### src/rtl/lc3_pkg.sv
// Shared LC-3 definitions: opcodes, decode FSM states, condition-code reset value.
// No latency (constants and a pure function only).
// No backpressure (no handshakes live here).
package lc3_pkg;

   localparam logic [3:0] OP_BR   = 4'b0000;
   localparam logic [3:0] OP_ADD  = 4'b0001;
   localparam logic [3:0] OP_LD   = 4'b0010;
   localparam logic [3:0] OP_ST   = 4'b0011;
   localparam logic [3:0] OP_JSR  = 4'b0100;
   localparam logic [3:0] OP_AND  = 4'b0101;
   localparam logic [3:0] OP_LDR  = 4'b0110;
   localparam logic [3:0] OP_STR  = 4'b0111;
   localparam logic [3:0] OP_RTI  = 4'b1000;
   localparam logic [3:0] OP_NOT  = 4'b1001;
   localparam logic [3:0] OP_LDI  = 4'b1010;
   localparam logic [3:0] OP_STI  = 4'b1011;
   localparam logic [3:0] OP_JMP  = 4'b1100;
   localparam logic [3:0] OP_RES  = 4'b1101;
   localparam logic [3:0] OP_LEA  = 4'b1110;
   localparam logic [3:0] OP_TRAP = 4'b1111;

   localparam logic [2:0] NZP_RESET = 3'b010;

   typedef enum logic [2:0] {
      ST_IDLE      = 3'd0,
      ST_WAIT_MEM  = 3'd1,
      ST_DECODE    = 3'd2,
      ST_EXEC_WAIT = 3'd3,
      ST_DONE      = 3'd4
   } dec_state_t;

   // Opcodes that write a destination register and therefore update the condition codes.
   function automatic logic is_writing(input logic [3:0] op);
      return (op == OP_ADD) || (op == OP_AND) || (op == OP_NOT) ||
             (op == OP_LD)  || (op == OP_LDR) || (op == OP_LDI) ||
             (op == OP_LEA);
   endfunction

endpackage

### src/rtl/nzp_gen.sv
// Condition-code generator: 16-bit two's-complement value -> one-hot {n,z,p}.
// Combinational, zero latency.
// No backpressure (pure function of the input).
module nzp_gen (
   input  logic [15:0] value,
   output logic [2:0]  nzp
);

   // Exactly one of negative / zero / positive is set for any value.
   always_comb begin
      nzp[2] = value[15];
      nzp[1] = (value == 16'h0000);
      nzp[0] = !value[15] && (value != 16'h0000);
   end

endmodule

### src/rtl/decode.sv
// LC-3 decode stage: latches the fetched instruction, exposes its fields, tracks condition codes.
// IR captured MEM_LATENCY edges after decode_start; decode_done the cycle after capture.
// No queueing: decode_start is dropped outside IDLE; EXEC_WAIT stalls until result_valid.
module decode
   import lc3_pkg::*;
#(
   parameter int MEM_LATENCY = 1
) (
   input  logic        clk,
   input  logic        rst_n,
   input  logic        decode_start,
   input  logic [15:0] dout,
   input  logic [15:0] result_in,
   input  logic        result_valid,
   output logic [3:0]  opCode_out,
   output logic [8:0]  offset_out,
   output logic [2:0]  br_nzp,
   output logic [2:0]  result_nzp,
   output logic [2:0]  dr,
   output logic [2:0]  sr1,
   output logic [2:0]  sr2,
   output logic [4:0]  imm5,
   output logic        imm_mode,
   output logic        decode_done,
   output logic        fetch_start,
   output logic        illegal
);

   localparam logic [1:0] CNT_LOAD = 2'(MEM_LATENCY - 1);

   dec_state_t  state_q, state_d;
   logic [1:0]  cnt_q, cnt_d;
   logic [15:0] ir_q, ir_d;
   logic [2:0]  nzp_q, nzp_d;
   logic [2:0]  nzp_new;

   nzp_gen u_nzp_gen (
      .value (result_in),
      .nzp   (nzp_new)
   );

   // State register plus IR, latency counter and condition codes; reset abandons any instruction.
   always_ff @(posedge clk or negedge rst_n) begin
      if (!rst_n) begin
         state_q <= ST_IDLE;
         cnt_q   <= 2'd0;
         ir_q    <= 16'h0000;
         nzp_q   <= NZP_RESET;
      end else begin
         state_q <= state_d;
         cnt_q   <= cnt_d;
         ir_q    <= ir_d;
         nzp_q   <= nzp_d;
      end
   end

   // Next-state and datapath update: IR loads only on the last WAIT_MEM cycle, nzp only on a result.
   always_comb begin
      state_d = state_q;
      cnt_d   = cnt_q;
      ir_d    = ir_q;
      nzp_d   = nzp_q;
      case (state_q)
         ST_IDLE: begin
            if (decode_start) begin
               state_d = ST_WAIT_MEM;
               cnt_d   = CNT_LOAD;
            end
         end
         ST_WAIT_MEM: begin
            if (cnt_q == 2'd0) begin
               ir_d    = dout;
               state_d = ST_DECODE;
            end else begin
               cnt_d = cnt_q - 2'd1;
            end
         end
         ST_DECODE: begin
            state_d = is_writing(ir_q[15:12]) ? ST_EXEC_WAIT : ST_DONE;
         end
         ST_EXEC_WAIT: begin
            if (result_valid) begin
               nzp_d   = nzp_new;
               state_d = ST_DONE;
            end
         end
         ST_DONE: begin
            state_d = ST_IDLE;
         end
         default: begin
            state_d = ST_IDLE;
         end
      endcase
   end

   // Outputs: strobes decoded from state, instruction fields straight from IR.
   always_comb begin
      decode_done = (state_q == ST_DECODE);
      illegal     = (state_q == ST_DECODE) && (ir_q[15:12] == OP_RES);
      fetch_start = (state_q == ST_DONE);
      opCode_out  = ir_q[15:12];
      br_nzp      = ir_q[11:9];
      offset_out  = ir_q[8:0];
      dr          = ir_q[11:9];
      sr1         = ir_q[8:6];
      sr2         = ir_q[2:0];
      imm_mode    = ir_q[5];
      imm5        = ir_q[4:0];
      result_nzp  = nzp_q;
   end

endmodule

### config.mk
export PLATFORM = sky130hd
export DESIGN_NAME = decode
export DESIGN_NICKNAME = d
export VERILOG_FILES = /design/src/rtl/lc3_pkg.sv /design/src/rtl/nzp_gen.sv /design/src/rtl/decode.sv
export SDC_FILE = /design/constraint.sdc
export NUM_CORES = 1
export LEC_CHECK = 0
export CAP_MARGIN = 20
export CORE_MARGIN = 5
export CORE_UTILIZATION = 34
export DETAILED_ROUTE_END_ITERATION = 10
export PLACE_DENSITY = 0.76
export REMOVE_ABC_BUFFERS = 1
export SETUP_SLACK_MARGIN = 0.1
export SLEW_MARGIN = 40
export SYNTH_ARGS = -nofsm -noshare
export SYNTH_HDL_FRONTEND = slang
export SYNTH_HIERARCHICAL = 1
export SYNTH_SLANG_ARGS = --single-unit
### constraint.sdc
create_clock -name clk -period 1.5 [get_ports clk]
set_input_delay 0.375 -clock clk [delete_from_list [all_inputs] [get_ports clk]]
set_output_delay 0.375 -clock clk [all_outputs]
set_load 0.005 [all_outputs]
## After elaboration in Yosys (flattened, before gate mapping)

Cells that the tools add are included.

- Register bits after elaboration: 24
- Output and inout port bits: 37

- Mux-type cells: 8
- $add $sub $neg: 1
- Equal/unequal tests: 16
- Reductions and logical operators: 18

Operators with widths:

| operator | count |
|---|---|
| $eq A4 B4 Y1 const B | 4 |
| $logic_not A16 Y1 | 1 |
| $reduce_bool A16 Y1 | 1 |
| $mux W3 | 4 |
| $pmux W3 S4 | 1 |
| $eq A4 B3 Y1 const B | 2 |
| $ne A2 B2 Y1 const B | 4 |
| $eq A3 B2 Y1 const B | 2 |
| $logic_or A1 B1 Y1 | 6 |
| $reduce_and A3 Y1 | 2 |
| $eq A4 B1 Y1 const B | 1 |
| $eq A4 B2 Y1 const B | 1 |
| $mux W2 | 2 |
| $pmux W2 S2 | 1 |
| $reduce_and A2 Y1 | 2 |
| $eq A3 B1 Y1 const B | 1 |
| $eq A3 B3 Y1 const B | 1 |
| $logic_not A3 Y1 | 1 |
| $logic_and A1 B1 Y1 | 2 |
| $logic_not A2 Y1 | 1 |
| $reduce_bool A2 Y1 | 1 |
| $sub A2 B1 Y2 const B | 1 |
| $logic_not A1 Y1 | 1 |

## Depth between registers and ports, before layout

- Word-level depth: 9
- Depth in mapped cells: 6

## Hierarchy

Netlist, hierarchy kept.

Modules (own cells, without submodules):

| module | area each (sq um) | cells each | instances |
|---|---|---|---|
| decode | 1196.1 | 91 | 1 |
| nzp_gen | 50.0 | 7 | 1 |

## Worst setup path before layout

Ideal clock, no wire load.

- Kind: register -> register
- Start: register cnt_q[0]
- End: register ir_q[10]
- Stages on the path, launching flop included: 7
- Data arrival time: 1363 ps
- Period minus slack after synthesis: 1488 ps
- Required time: 1375 ps
- Slack: 12 ps
- Path buffers: 2
- Cell sequence: dfrtp_1 inv_1 ha_1 and3_4 buf_6 buf_12 mux2_4

- Cells in the longest elaborated chain, start to end: 2

Ends and longest elaborated chain:

| what | RTL line | source |
|---|---|---|
| start: declaration | decode.sv:32 | `logic [1:0] cnt_q, cnt_d;` |
| start signal: assignment | decode.sv:51 | `cnt_q <= cnt_d;` |
| $logic_not A2 Y1 | decode.sv:71 | `if (cnt_q == 2'd0) begin` |
| $reduce_and A2 Y1 (no source line) | - |  |
| end signal: assignment | decode.sv:52 | `ir_q <= ir_d;` |
| end: declaration | decode.sv:33 | `logic [15:0] ir_q, ir_d;` |

Every way passes these cells.
A chain may end at the register's enable or synchronous reset.

## Worst setup path in the final report

- Start: register ir_q[13]
- End: output port illegal

- Cells in the longest elaborated chain, start to end: 2

Ends and longest elaborated chain:

| what | RTL line | source |
|---|---|---|
| $eq A4 B4 Y1 | decode.sv:99 | `illegal = (state_q == ST_DECODE) && (ir_q[15:12] == OP_RES);` |
| $logic_and A1 B1 Y1 | decode.sv:99 |  |
| end: declaration | decode.sv:26 | `output logic illegal` |

Every way passes these cells.

==> results <==
-- flip-flops by register name, indices dropped and copies added, names as in the netlist --
signal	cells
state_q	3
ir_q	16
cnt_q	2
result_nzp	3
-- cells by family after synthesis --
logic type,share of synthesized area (%)
buffers and inverters,13.05
multiplexers,19.88
AO/OA/AOI/OAI,6.728
AND/OR/NAND/NOR,11.04
flip-flops,48.29
adder cells (fa/ha/maj),1.004
-- worst max-delay path, cell delays in order (launching register included) --
cell and delay [ps]:
dfrtp_1 390, nand2b_4 160, nor4_4 210, buf_2 150
-- metal layers --
layer / wire length, um / share of wire [%] / track usage (%) / vias up
li1: - / - / - / 519
met1: 1587 / 40 / 17.76 / 546
met4: 25 / 0.63 / 3.132 / 0
met3: 234 / 5.9 / 5.824 / 2
met2: 2141 / 54 / 26.51 / 44
met5: 0 / 0 / 0 / -
-- area by class of cell --
type	count	area (sq um)
Inverter	2	7.507
Clock inverter	1	30.03
Multi-Input combinational cell	53	640.6
Tap cell	48	60.06
Clock buffer	3	41.29
Fill cell	267	1267
Timing Repair Buffer	107	954.7
Sequential cell	24	604.3
-- metrics by stage --
step	hold WS (ps)	cells
after floorplan	79.41	79
after detailed placement	493.3	213
after CTS	468.6	235
after global routing	450.0	238
final	450.6	238
after global placement	491.2	213
-- repair_timing --
action,in CTS,in global routing
setup buffers,18,4
resized for setup,85,34
gates cloned,0,1
endpoints found under the setup margin,56,38
pin swaps,6,6
-- layout by cell type, fill, tap and decap left out, types with 2 or more instances in the layout --
cell and count:
clkdlybuf4s50_1 30, buf_4 27, dfrtp_1 21, dlygate4sd2_1 20, mux2_4 17, clkbuf_2 13
buf_6 5, nor4_4 4, dlymetal6s2s_1 4, buf_2 4, nand2b_4 3, o21ai_0 3
clkbuf_8 3, buf_12 3, nand2_1 2, inv_1 2, and2_1 2, nor2_1 2
a22o_1 2, mux2_2 2, dfrtp_2 2
-- how the worst max path moves through the flow --
stage | start | to | slack, ps | cells after the start
after global placement | result_in[4] | result_nzp[0] | -180 | 4
after global routing | ir_q[13] | illegal | -130 | 3
after detailed placement | result_in[4] | result_nzp[0] | -240 | 4
final | ir_q[13] | illegal | -60 | 3
after CTS | state_q[2] | illegal | -50 | 3
after floorplan | cnt_q[0] | ir_q[0] | 50 | 4
-- power groups by stage --
| stage | clock, mW | sequential (mW) | combinational, mW |
|---|---|---|---|
| 3_3_place_gp | 0 | 1.13 | 2.16 |
| 6_report | 0.574 | 1.15 | 2.59 |
| 5_1_grt | 0.619 | 1.18 | 2.78 |
| 2_1_floorplan | 0 | 1.23 | 0.715 |
| 4_1_cts | 0.577 | 1.12 | 2.56 |
| 3_5_place_dp | 0 | 1.16 | 2.20 |
==> key figures <==
Floorplanning
  • Initial Util: 34.56%
  • # IOs: 73
  • Die W: between 70 and 80 um
  • CORE AREA: 0.003606 sq mm
  • Core Rows: 22
  • Die Y: 70.54 um
  • Die Area: 0.004976 sq mm

Global route
  • GRT overflow: 0
  • Total track usage: 15.15%
  • Initial antenna violation count: 0
  • First-pass GRT wire length: roughly 6000 um
  • Vias in the first global route: around 1200
  • Largest net degree at the start of global routing: 25

Timing
  • RSZ-0062 raised after global routing: yes
  • Slew HR: 74.29%
  • Final period util: 104.1%
  • Max Freq: 640.6 MHz
  • Final setup vio count: 2
  • Post-layout minimum cycle time: 1561 ps
  • Fin. Hold Viols: 0
  • Setup total negative slack: -87.66 ps
  • Skew final: roughly 11 ps
  • Final Max Slew Viols: 0
  • Worst-margin pin slew: 381.6 ps
  • Worst setup margin: -60.92 ps

Yosys
  • Mean Syn Cell Area: roughly 13 sq um
  • Total of warnings raised by yosys: 6
  • Synth area leaders: dfrtp_1 (46%), mux2_4 (11%), buf_4 (9.6%)
  • Prevailing post-synth register cell: dfrtp_1
  • Distinct cells, synth: 28
  • Share of the synthesized area in the top cell type: 46.18%
  • Cell with the most instances after synthesis: dfrtp_1
  • Post-Syn Instances: between 90 and 100
  • Register bit total from synthesis: 24
  • Synthesized area: 0.001246 sq mm
  • Asr flop ratio synth: 100.0%
  • Commonest cells post-synth: dfrtp_1 (23), buf_4 (16), mux2_2 (10)
  • Area leader, netlist: dfrtp_1
  • Sequential share of the synthesized area: 48.29%
  • Post-synth EDFFs: 0

Power
  • Switch Pwr: 1.328 mW
  • Combinational share of power: 60.1%
  • Overall power: 4.316 mW
  • Clock share of power: 13.3%
  • Net Sw Frac: between 30% and 40%
  • Share of power burned in registers: between 20% and 30%
  • Int Pwr: 2.988 mW
  • Peak VDD IR: 1.186 mV
  • Static Leakage: 1.124 nW
  • Pwr/cell area: 1846 mW/mm^2

Layout
  • Final core occ: between 60% and 70%
  • Share of cells above drive strength 1: 51.05%
  • Area growth syn-to-layout: 87.65%
  • NumNets Final: 228
  • Final Cell Area: 0.002338 sq mm
  • Diodes inserted: 0

Critical path
  • R2R setup slack: 20 ps
  • R2R depth: 5
  • Critical-path maximum fanout: 2
  • Reg2reg end: ir_q[0]
  • CP arrival: 1190 ps
  • Setup crit end kind: output pin
  • Critical path launch point type: register
  • Kind of critical path: reg2out
  • Req. time, crit path: 1120 ps
  • Reg-to-Reg Start: state_q[1]

Placement
  • Port buffer count: 72
  • Setup Slack @ Placement: -243.3 ps
  • Post-DP Area: 0.001989 sq mm
  • Gpl congestion: 0.8454
  • Dpl hpwl: 2482 um

Routing
  • Routed wire per std cell: 16.76 um
  • Vias/cell: 4.668
  • Vias: 1111
  • DRC viols: 0
  • Final ANT Viol Nets: 0
  • DRT Pass-1 Iters: 4
  • Initial drt markers: 15
  • Final wirelength: 3990 um

Run status
  • Violated checks: negative setup slack
  • Status: finished with violations

Clock network
  • Max Buffers Root-to-Sink: 2
  • Post-cts hold buffer count: 0
  • CTS tree: yes
  • Clk pin slew, worst setup/hold paths: 90 ps
  • CTS Root Cell: clkbuf_8
  • Cts bufs inserted: 3
  • Clock sinks: 24
  • H-tree levels: 1
  • Clock Latency Late Sink: 280 ps

Job
  • Max cap viols: 0

Hold path
  • Worst Hold Class: in2async
(Power assumes the default switching activity.)
